==> src/rtl/dram_port_arbiter.sv <==
// Two-port arbiter in front of the single-port data RAM (port 0 = CPU, port 1 = loader).
// Define DRAM_ARB_FIXED_PRIO_EN for fixed CPU priority instead of round-robin.
module dram_port_arbiter #(
  parameter int DATA_BUS_WIDTH    = 24,
  parameter int ADDRESS_BUS_WIDTH = 11,
  parameter int MEM_LATENCY       = 1
) (
  input  logic                         clk,
  input  logic                         reset,
  input  logic                         req0,
  input  logic                         req1,
  input  logic                         rnw0,
  input  logic                         rnw1,
  input  logic [ADDRESS_BUS_WIDTH-1:0] addr0,
  input  logic [ADDRESS_BUS_WIDTH-1:0] addr1,
  input  logic [DATA_BUS_WIDTH-1:0]    wdata0,
  input  logic [DATA_BUS_WIDTH-1:0]    wdata1,
  output logic                         ack0,
  output logic                         ack1,
  output logic [DATA_BUS_WIDTH-1:0]    rdata,
  output logic [ADDRESS_BUS_WIDTH-1:0] mem_address,
  output logic [DATA_BUS_WIDTH-1:0]    mem_write_data,
  output logic                         mem_read_not_write,
  output logic                         mem_cs,
  input  logic [DATA_BUS_WIDTH-1:0]    mem_read_data,
  output logic                         busy
);

  localparam logic [3:0] CNT_INIT = 4'(MEM_LATENCY - 1);

  typedef enum logic [1:0] {
    IDLE,
    ACCESS,
    RESP
  } state_t;

  state_t     state;
  logic [3:0] cnt;
  logic       winner;
  logic       pick;

`ifdef DRAM_ARB_FIXED_PRIO_EN
  always_comb begin
    pick = ~req0;
  end
`else
  logic last_grant;

  always_comb begin
    pick = (req0 & req1) ? ~last_grant : req1;
  end
`endif

  always_ff @(posedge clk or negedge reset) begin
    if (!reset) begin
      state              <= IDLE;
      cnt                <= '0;
      winner             <= 1'b0;
      ack0               <= 1'b0;
      ack1               <= 1'b0;
      rdata              <= '0;
      mem_address        <= '0;
      mem_write_data     <= '0;
      mem_read_not_write <= 1'b1;
      mem_cs             <= 1'b0;
      busy               <= 1'b0;
`ifndef DRAM_ARB_FIXED_PRIO_EN
      last_grant         <= 1'b1;
`endif
    end else begin
      ack0 <= 1'b0;
      ack1 <= 1'b0;
      unique case (state)
        IDLE: begin
          if (req0 | req1) begin
            winner <= pick;
`ifndef DRAM_ARB_FIXED_PRIO_EN
            last_grant <= pick;
`endif
            mem_address        <= pick ? addr1 : addr0;
            mem_write_data     <= pick ? wdata1 : wdata0;
            mem_read_not_write <= pick ? rnw1 : rnw0;
            mem_cs             <= 1'b1;
            busy               <= 1'b1;
            cnt                <= CNT_INIT;
            state              <= ACCESS;
          end
        end
        ACCESS: begin
          if (cnt == 4'd0) begin
            mem_cs <= 1'b0;
            if (mem_read_not_write) begin
              rdata <= mem_read_data;
            end
            ack0  <= ~winner;
            ack1  <= winner;
            state <= RESP;
          end else begin
            cnt <= cnt - 4'd1;
          end
        end
        RESP: begin
          busy               <= 1'b0;
          mem_read_not_write <= 1'b1;
          state              <= IDLE;
        end
        default: begin
          state <= IDLE;
        end
      endcase
    end
  end

endmodule

==> config.mk <==
export PLATFORM = sky130hd
export DESIGN_NAME = dram_port_arbiter
export DESIGN_NICKNAME = d
export VERILOG_FILES = /design/src/rtl/dram_port_arbiter.sv
export SDC_FILE = /design/constraint.sdc
export NUM_CORES = 1
export LEC_CHECK = 0
export BUFFER_PORTS_ARGS = -buffer_cell sky130_fd_sc_hd__buf_2
export CORE_MARGIN = 10
export CORE_UTILIZATION = 30
export DETAILED_ROUTE_END_ITERATION = 16
export HOLD_SLACK_MARGIN = 0.06
export PLACE_DENSITY_LB_ADDON = 0.08
export SYNTH_ARGS = -nofsm -noshare
export SYNTH_HDL_FRONTEND = slang
export SYNTH_SLANG_ARGS = --single-unit
==> constraint.sdc <==
create_clock -name clk -period 1.75 [get_ports clk]
set_clock_uncertainty 0.05 [all_clocks]
set_input_delay 0.35 -clock clk [delete_from_list [all_inputs] [get_ports clk]]
set_output_delay 0.35 -clock clk [all_outputs]
set_load 0.03 [all_outputs]
==> reports/qor.csv <==
metric;value;unit
status;finished with violations;
failed_checks;negative setup slack;
io_pins;164;
numPortBuffers;163;
period_minus_slack;1.815;ns
ir_drop;0.6808;mV
grt_max_degree;51;
hold_path_class;primary input to flop;
die_area;0.01503;mm²
synth_fp_nets;354;
fin_nets;533;
max_slew_margin;81.19;%
synthArstFlopShare;100.0;%
finalMaxSlewViolations;0;
synthCells;252;
numCtsBuffers;9;
grt_pass1_wl;13130;µm
areaGrowthSynthToFinish;41.78;%
ys_ff_latch;72;
met1_usage;14.43;%
clock-sinks;72;
globalRouteMet3Util;5.234;%
synthDistinctLibCells;32;
cap_violations;0;
drt_iter0_drc;99;
synth_top_area_share;55.49;%
htree_levels;3;
ff2ff_path_depth;7;
grt.busiest_layer;met2;
yosys-top-cells-area;dfrtp_1, mux2i_1, mux2_4, o21ai_0, nand2_1;
pre_cts_ws;-0.07250;ns
critical_path_class;flop to flop;
grt_overflow;0;
cp.required;1.93;ns
grt_usage;11.09;%
max_freq;551.1;MHz
routed_wl;8661;µm
use_met2;15.61;%
dr_total_vias;2457;
core;0.01028;mm²
fill_cells;1048;
synth_edf_count;0;
rsz0062_at_grt;yes;
wire_per_inst;15.14;µm
yosys_warnings;0;
antenna_cells;0;
fin_util;43.55;%
antenna_found_initial;0;
drtAntennaViolNets;0;
endpoint_kind;flop;
die_w;122.6;µm
firstDrtPassIters;4;
setup_viol;24;
synth_area;0.003157;mm²
clockBufferDepth;2;
dpl.hpwl;6828;µm
clkLatencyLatePin;0.34;ns
p_per_area;1899;mW/mm²
via_per_inst;4.295;
die_h;122.6;µm
setup.worst_path.start_class;flop;
synth_seq_area_share;57.15;%
clk_pin_slew_worst_paths;0.08;ns
worstMarginPinSlew;0.2811;ns
hold_viol_final;0;
initial_core_util;30.72;%
clockRootBuffer;clkbuf_8;
grt_pass1_vias;2583;
critPathArrivalTime;1.99;ns
synth_flop_cell;dfrtp_1;
tritoncts;done;
core.rowCount;37;
route.detailed.drc;0;
worstPathMaxFanout;6;
drive_gt1_share;53.44;%
finalCritPeriodShare;103.7;%
globalplace.congestion;0.7092;
avgSynthCellArea;12.53;µm²
hold_depth;2;
synth_top_area_cell;dfrtp_1;
leakagePower;2.341;nW
layout_setup_ws;-0.06470;ns
[layer usage]
layer | routed length (µm) | vias to the layer above
met3 | 955 | 6
met5 | 0 | -
met4 | 75 | 0
li1 | - | 1231
met1 | 3999 | 1104
met2 | 3630 | 116
[state kept, by name, indices dropped and copies added (netlist names)]
| signal | cells |
|---|---|
| mem_write_data | 24 |
| rdata | 24 |
| mem_address | 11 |
| cnt | 4 |
| state | 2 |
| ack0 | 1 |
| ack1 | 1 |
| busy | 1 |
| last_grant | 1 |
| mem_cs | 1 |
| mem_read_not_write | 1 |
| winner | 1 |
[placed cells by master (no fill, tap or decap), types with 2 or more instances in the layout]
master,count
mux2_4,20
mux2i_1,37
inv_2,2
clkinv_2,3
dfstp_2,2
mux2_2,4
nor2_1,4
clkinvlp_4,3
nand2b_1,2
buf_4,13
nand2_1,38
buf_2,162
dfrtp_1,70
buf_12,5
clkbuf_8,9
o21ai_0,37
nand3_1,2
[timing repair]
item	CTS	global route
resized for setup	1	4
endpoints found under the setup margin	25	26
buffers inserted	0	2
pin swaps	0	0
hold endpoints to repair	14	0
hold buffers	1	0
cloned	0	1
[critical path, cell delays in order (launching register included)]
cell	delay, ns
dfrtp_1	0.39
inv_2	0.08
ha_4	0.13
or3b_4	0.39
nor2_4	0.12
nand2_4	0.10
clkbuf_16	0.17
mux2_4	0.29
[cells in the mapped netlist, drive strengths merged (2+ instances only)]
cell	n
buf	8
clkbuf	6
dfrtp	70
dfstp	2
ha	2
inv	2
mux2	24
mux2i	37
nand2	39
nand2b	3
nand3	2
nor2	5
o21ai	38
[worst paths after layout]
kind	start	end	slack (ns)
setup / recovery	cnt[0]	rdata[4]	-0.06
hold / removal	mem_read_data[17]	rdata[17]	0.18
setup reg to reg	cnt[0]	rdata[4]	-0.06
hold reg to reg	winner	ack0	0.42
max in group asynchronous	reset	cnt[2]	0.76
min in group asynchronous	reset	rdata[17]	0.37
[power by group]
group	internal (mW)	switching, mW
Clock	0.511	0.642
Combinational	1.70	2.79
Sequential	2.47	0.391
[kinds of logic (layout without fill, tap and decap cells)]
family	count (synthesis)	in the layout	share of synthesized area, %
adders and majority gates	2	2	0.7926
and+or+nand+nor	55	55	8.046
muxes	61	61	22.67
AOI/OAI and AO/OA	46	46	7.848
buffers and inverters	16	200	3.488
DFF	72	72	57.15
[area by class of cell]
type                       instances  area [µm²]  share of cell area, %
timing repair buffer             182        1044                  23.32
clock inverter                     7       46.29                  1.034
multi-input combinational        164        1280                  28.60
clock buffer                       9       123.9                  2.768
sequential                        72        1804                  40.31
inverter                           2       7.507                 0.1677
tap                              136       170.2                  3.802
[through the flow]
step	area (µm²)	setup TNS, ns	instances	hold slack, ns	total power, mW
final	4476	-1.283	572	0.1804	8.500
after global routing	4476	-2.835	572	0.1621	9.106
after CTS	4423	-1.475	569	0.1626	8.611
after detailed placement	4240	-1.527	552	0.2010	7.408
after global placement	4240	-1.175	552	0.2053	7.357
after floorplan	3157	-1.957	252	0.004409	5.970
No activity file was read; power rests on OpenSTA's default activity.
